===== src/rtl/multicycle_seq_if.sv =====
// Sequencer <-> core/memory bundle: fetch handshake, control inputs, PC/strobe outputs.
// instret member exists only when INSTRET_EN is defined.
interface multicycle_seq_if #(
  parameter int XLEN  = 32,
  parameter int CNT_W = 64
);
  logic            fetch_req;
  logic            fetch_ack;
  logic [XLEN-1:0] inst_in;
  logic [XLEN-1:0] inst_out;
  logic            stall;
  logic            redirect_valid;
  logic [XLEN-1:0] redirect_target;
  logic            halt;
  logic [XLEN-1:0] pc;
  logic            wb_en;
  logic            pc_upd;
  logic [1:0]      state;
  logic            halted;
`ifdef INSTRET_EN
  logic [CNT_W-1:0] instret;
`endif

  modport master (
`ifdef INSTRET_EN
    output instret,
`endif
    output fetch_req, inst_out, pc, wb_en, pc_upd, state, halted,
    input  fetch_ack, inst_in, stall, redirect_valid, redirect_target, halt
  );

  modport slave (
`ifdef INSTRET_EN
    input  instret,
`endif
    input  fetch_req, inst_out, pc, wb_en, pc_upd, state, halted,
    output fetch_ack, inst_in, stall, redirect_valid, redirect_target, halt
  );
endinterface


===== src/rtl/multicycle_seq.sv =====
// FETCH -> EXEC(EXEC_CYCLES, stallable) -> WB sequencer owning the PC; min EXEC_CYCLES+2 cycles/instr,
// fetch waits on fetch_ack, EXEC freezes on stall. INSTRET_EN adds a retired-instruction counter.
module multicycle_seq #(
  parameter int              XLEN         = 32,
  parameter logic [XLEN-1:0] RESET_VECTOR = XLEN'(32'h8000_0000),
  parameter int              PC_INC       = 4,
  parameter int              EXEC_CYCLES  = 1,
  parameter int              CNT_W        = 64
) (
  input  logic               clk,
  input  logic               rst,
  multicycle_seq_if.master   bus
);

  typedef enum logic [1:0] {
    S_FETCH = 2'd0,
    S_EXEC  = 2'd1,
    S_WB    = 2'd2,
    S_HALT  = 2'd3
  } state_t;

  localparam logic [3:0] CNT_INIT = 4'(EXEC_CYCLES - 1);

  state_t          r_state, w_state_nxt;
  logic [3:0]      r_cnt, w_cnt_nxt;
  logic [XLEN-1:0] r_pc, w_pc_nxt;
  logic [XLEN-1:0] r_inst, w_inst_nxt;
  logic            w_fetch_req;
  logic            w_wb;
  logic            w_halted;

  always_ff @(posedge clk or posedge rst) begin
    if (rst) begin
      r_state <= S_FETCH;
      r_cnt   <= '0;
      r_pc    <= RESET_VECTOR;
      r_inst  <= '0;
    end else begin
      r_state <= w_state_nxt;
      r_cnt   <= w_cnt_nxt;
      r_pc    <= w_pc_nxt;
      r_inst  <= w_inst_nxt;
    end
  end

  always_comb begin
    w_state_nxt = r_state;
    w_cnt_nxt   = r_cnt;
    w_pc_nxt    = r_pc;
    w_inst_nxt  = r_inst;
    w_fetch_req = 1'b0;
    w_wb        = 1'b0;
    w_halted    = 1'b0;
    case (r_state)
      S_FETCH: begin
        w_fetch_req = 1'b1;
        if (bus.fetch_ack) begin
          w_inst_nxt  = bus.inst_in;
          w_cnt_nxt   = CNT_INIT;
          w_state_nxt = S_EXEC;
        end
      end
      S_EXEC: begin
        if (!bus.stall) begin
          if (r_cnt == 4'd0) w_state_nxt = S_WB;
          else               w_cnt_nxt   = r_cnt - 4'd1;
        end
      end
      S_WB: begin
        w_wb = 1'b1;
        // Redirect targets are halfword-aligned at minimum; bit 0 never reaches the PC.
        w_pc_nxt    = bus.redirect_valid ? {bus.redirect_target[XLEN-1:1], 1'b0}
                                         : r_pc + XLEN'(PC_INC);
        w_state_nxt = bus.halt ? S_HALT : S_FETCH;
      end
      S_HALT: begin
        w_halted = 1'b1;
      end
      default: begin
        w_state_nxt = S_FETCH;
      end
    endcase
  end

  assign bus.fetch_req = w_fetch_req;
  assign bus.wb_en     = w_wb;
  assign bus.pc_upd    = w_wb;
  assign bus.halted    = w_halted;
  assign bus.pc        = r_pc;
  assign bus.inst_out  = r_inst;
  assign bus.state     = r_state;

`ifdef INSTRET_EN
  logic [CNT_W-1:0] r_instret;

  always_ff @(posedge clk or posedge rst) begin
    if (rst)                 r_instret <= '0;
    else if (r_state == S_WB) r_instret <= r_instret + CNT_W'(1);
  end

  assign bus.instret = r_instret;
`endif

endmodule


===== src/flat_wrapper.sv =====
// flat-port wrapper written by rule: the top's interface ports become plain ports
module multicycle_seq_flat 
#(
  parameter int              XLEN         = 32,
  parameter logic [XLEN-1:0] RESET_VECTOR = XLEN'(32'h8000_0000),
  parameter int              PC_INC       = 4,
  parameter int              EXEC_CYCLES  = 1,
  parameter int              CNT_W        = 64
)
  (clk, rst, bus_fetch_req, bus_inst_out, bus_pc, bus_wb_en, bus_pc_upd, bus_state, bus_halted, bus_fetch_ack, bus_inst_in, bus_stall, bus_redirect_valid, bus_redirect_target, bus_halt);
  multicycle_seq_if #(.XLEN(XLEN), .CNT_W(CNT_W)) bus_i ();
  input  logic clk;
  input  logic rst;
  output wire logic [$bits(bus_i.fetch_req)-1:0] bus_fetch_req;
  output wire logic [$bits(bus_i.inst_out)-1:0] bus_inst_out;
  output wire logic [$bits(bus_i.pc)-1:0] bus_pc;
  output wire logic [$bits(bus_i.wb_en)-1:0] bus_wb_en;
  output wire logic [$bits(bus_i.pc_upd)-1:0] bus_pc_upd;
  output wire logic [$bits(bus_i.state)-1:0] bus_state;
  output wire logic [$bits(bus_i.halted)-1:0] bus_halted;
  input wire logic [$bits(bus_i.fetch_ack)-1:0] bus_fetch_ack;
  input wire logic [$bits(bus_i.inst_in)-1:0] bus_inst_in;
  input wire logic [$bits(bus_i.stall)-1:0] bus_stall;
  input wire logic [$bits(bus_i.redirect_valid)-1:0] bus_redirect_valid;
  input wire logic [$bits(bus_i.redirect_target)-1:0] bus_redirect_target;
  input wire logic [$bits(bus_i.halt)-1:0] bus_halt;
  assign bus_fetch_req = bus_i.fetch_req;
  assign bus_inst_out = bus_i.inst_out;
  assign bus_pc = bus_i.pc;
  assign bus_wb_en = bus_i.wb_en;
  assign bus_pc_upd = bus_i.pc_upd;
  assign bus_state = bus_i.state;
  assign bus_halted = bus_i.halted;
  assign bus_i.fetch_ack = bus_fetch_ack;
  assign bus_i.inst_in = bus_inst_in;
  assign bus_i.stall = bus_stall;
  assign bus_i.redirect_valid = bus_redirect_valid;
  assign bus_i.redirect_target = bus_redirect_target;
  assign bus_i.halt = bus_halt;
  multicycle_seq #(.XLEN(XLEN), .RESET_VECTOR(RESET_VECTOR), .PC_INC(PC_INC), .EXEC_CYCLES(EXEC_CYCLES), .CNT_W(CNT_W)) u_core (.clk(clk), .rst(rst), .bus(bus_i));
endmodule

===== config.mk =====
export PLATFORM = sky130hd
export DESIGN_NAME = multicycle_seq_flat
export DESIGN_NICKNAME = d
export VERILOG_FILES = /design/src/rtl/multicycle_seq_if.sv /design/src/rtl/multicycle_seq.sv /design/src/flat_wrapper.sv
export SDC_FILE = /design/constraint.sdc
export NUM_CORES = 1
export LEC_CHECK = 0
export CORE_MARGIN = 2
export CORE_UTILIZATION = 46
export CTS_BUF_LIST = sky130_fd_sc_hd__clkbuf_8
export CTS_CLUSTER_SIZE = 24
export DETAILED_ROUTE_END_ITERATION = 6
export PLACE_DENSITY = 0.83
export SLEW_MARGIN = 25
export SYNTH_ARGS = -nofsm -noshare
export SYNTH_HDL_FRONTEND = slang
export SYNTH_SLANG_ARGS = --single-unit
export TNS_END_PERCENT = 30

===== constraint.sdc =====
create_clock -name clk -period 2.4 [get_ports clk]
set_input_delay 0.36 -clock clk [delete_from_list [all_inputs] [get_ports clk]]
set_output_delay 0.36 -clock clk [all_outputs]
set_load 0.02 [all_outputs]

==> metrics.yaml, run 1 <==
place_area_um2: 5220
cp-start-kind: "flip-flop"
route.detailed.drc: 0
postRouteWirelength_um: 10700
finalMaxSlewViolations: 0
synth_cell_types: 61
rr_startpoint: "u_core.bus.state[0]"
clock_latency_ns: 0.34
row_count: 32
die_area_um2: 8740
avgRoutedWirePerCell_um: 17.3
worstPathArrival_ns: 1.86
routed_via_density: 5.80
yosysSeqAreaShare: 0.469
cts-hold-fix-buffers: 0
nFillCells: 582
grt_overflow: 0
multiInputGateArea_um2: 1810
setup_violations: 0
synthArstFlopShare: 1.00
stdcell_count: 616
critPathCaptureType: "primary output"
post-cts-setup-buffers: 0
pin_count: 140
outcome: "finished, final reports clean"
cellLeakagePower_nw: 2.19
finClkSkew_ns: 0.0119
syn_inst: 367
antenna-diode-count: 0
fp.dieW_um: 93.5
path_class: "reg -> out"
nets: 586
gp_congestion: 0.890
ff2ff_setup_slack_ns: 0.19
place_ws_ns: 0.219
drtPass1Iterations: 5
clkTransAtPathRegs_ns: 0.08
coreArea_um2: 7730
ir_drop_uv: 557
fin_area_um2: 5440
drt_iter0_drc: 157
reg2reg_to: "u_core.bus.pc[18]"
cts_sinks: 69
dp_cells: 600
maxSlewHeadroom: 0.562
grt_use_total: 0.246
crit_chain: "inv_1 -> ha_1 -> clkdlybuf4s50_1"
required_ns: 2.04
fmax_mhz: 451
cp-endpoint: "bus_wb_en"
initial_core_util: 0.477
syn-num-nets: 444
r2r_cells: 7
min-delay-path-class: "in -> async"
yosys_most_used_dff: "dfrtp_1"
tritoncts: "built"
cts_buffers: 9
layout_setup_ws_ns: 0.183
power.density_nw_per_um2: 1250
timing.hold.ws_ns: 0.420
grt_start_max_net_pins: 70
rsz0062_at_grt: "false"
crit_fanout: 7
avgSynthCellArea_um2: 10.0
num_vias: 3572
seqCellArea_um2: 1730
cts_resized: 0
finalCriticalPeriod_ns: 2.22
postSynthRegisterBits: 69
drive_gt1_frac: 0.152
place.port_buffers: 137
synth_edf_count: 0
final.setup.tns_ns: 0
crit_start: "u_core.bus.state[0]"
antenna_left: 0
grt_pass1_wl_um: 16900
area_growth_pct: 47.6
clk_path_buf_depth: 2
grt_antenna_before_repair: 0
htreeDepth: 3
hpwl_um: 7860
netlist_area_um2: 3680
die_h_um: 93.5
fin_crit_sh: 0.924
cpPeakStageDelay_ns: 0.68
hold_viol: 0
tightestPinTransition_ns: 0.651
clock-root-buffer: "clkbuf_8"
grt_pass1_vias: 3497
crit_slowest_cell: "clkdlybuf4s50_1"
yosysWarnings: 0
maxCapViolations: 0
## critical path: cells and delay by family, from the launching register on
family                   cells  cell delay [ns]
adder cells (fa/ha/maj)      1             0.31
buffers and inverters        2             0.78
flip-flops                   1             0.43
## sequential cells by signal, summed over array words and instances, names as in the netlist
signal               flops
u_core.bus.state         2
u_core.r_cnt             4
u_core.bus.inst_out     32
u_core.bus.pc           31
## kinds of logic (layout without fill, tap and decap cells)
group | Yosys count | count (layout) | share of synthesized area
and+or+nand+nor | 129 | 129 | 0.188
AOI/OAI and AO/OA | 89 | 89 | 0.170
DFF | 69 | 69 | 0.469
muxes | 36 | 36 | 0.109
buffers and inverters | 36 | 183 | 0.0394
adders and majority gates | 7 | 7 | 0.0238
other | 1 | 1 | 0.00102
## worst min-delay path by stage
| stage | slack (ns) | startpoint | to |
|---|---|---|---|
| 6_report | 0.42 | rst | u_core.bus.inst_out[14] |
| 3_5_place_dp | 0.48 | u_core.bus.pc[1] | u_core.bus.pc[1] |
| 4_1_cts | 0.43 | rst | u_core.bus.inst_out[14] |
| 2_1_floorplan | 0.47 | bus_redirect_target[1] | u_core.bus.pc[1] |
| 5_1_grt | 0.45 | rst | u_core.bus.inst_out[14] |
| 3_3_place_gp | 0.47 | u_core.bus.pc[1] | u_core.bus.pc[1] |
## per-layer routing
| layer | vias up | part of all wire | track usage |
|---|---|---|---|
| met3 | 17 | 0.096 | 0.0548 |
| met2 | 196 | 0.47 | 0.406 |
| met1 | 1705 | 0.42 | 0.319 |
| met4 | 0 | 0.017 | 0.0833 |
| li1 | 1654 | - | - |
| met5 | - | 0 | 0 |
## synthesized netlist by cell type, types with 2 or more instances
master / count / area, um2
buf_1: 4 / 15.0
mux2i_1: 3 / 30.0
o311ai_1: 2 / 17.5
nor3_1: 11 / 55.1
a211o_1: 3 / 26.3
nor4_1: 3 / 18.8
and3_1: 4 / 25.0
nor2b_1: 5 / 31.3
a31o_2: 2 / 17.5
buf_4: 2 / 15.0
ha_1: 7 / 87.6
mux2_2: 33 / 372
nor3b_1: 2 / 15.0
or3_1: 5 / 31.3
o31ai_1: 7 / 52.6
clkbuf_1: 14 / 52.6
or4_1: 4 / 30.0
a22o_1: 7 / 61.3
o211ai_1: 3 / 22.5
and4_1: 4 / 35.0
a21oi_1: 19 / 95.1
o311a_1: 2 / 20.0
and2_1: 2 / 12.5
nand4_2: 2 / 25.0
a41oi_1: 2 / 17.5
nand4_1: 9 / 56.3
a311oi_1: 5 / 43.8
buf_2: 2 / 10.0
dfrtp_1: 68 / 1700
nand2_1: 28 / 105
o21ai_0: 15 / 75.1
o22ai_1: 5 / 31.3
inv_1: 13 / 48.8
nor2_1: 24 / 90.1
nand3_1: 16 / 80.1
a211oi_1: 5 / 37.5
## metrics by stage
step                      utilization  total power (W)
final                           0.704          0.00677
after global routing            0.704          0.00720
after CTS                       0.704          0.00681
after detailed placement        0.676          0.00576
after global placement          0.676          0.00564
after floorplan                     -          0.00413
## report_power, final
part	total [W]	switching [W]	internal (W)
Combinational	0.00347	0.00171	0.00176
Clock	0.00103	0.000444	0.000581
Sequential	0.00228	0.000562	0.00171
## cell usage in the layout (no fill, tap or decap), types with 7 or more instances in the layout
master,n
ha_1,7
o31ai_1,7
nand3_1,16
dfrtp_1,68
nand2_1,28
nand4_1,9
inv_1,13
nor2_1,24
mux2_2,33
a22o_1,7
o21ai_0,15
a21oi_1,19
clkbuf_8,9
clkdlybuf4s50_1,137
buf_4,15
nor3_1,11
## final cells by class
class                   instances  share of cell area
multi-input cells             262               0.333
flip-flops and latches         69               0.318
repair buffers                153               0.277
well taps                     102              0.0235
clock buffers                   9              0.0228
clock inverters                 7              0.0168
inverters                      14             0.00967
Power figures use the tool's default switching activity.
==> inputs of run 2 (changes only) <==
Settings changed: TNS_END_PERCENT 30 to unset.
==> results of run 2 <==
Final layout, timing and power as in run 1 (identical DEF).
==> inputs of run 3 (changes only) <==
Settings changed: HOLD_SLACK_MARGIN set to 0.1.
==> results of run 3 <==
Final layout, timing and power as in run 1 (identical DEF).
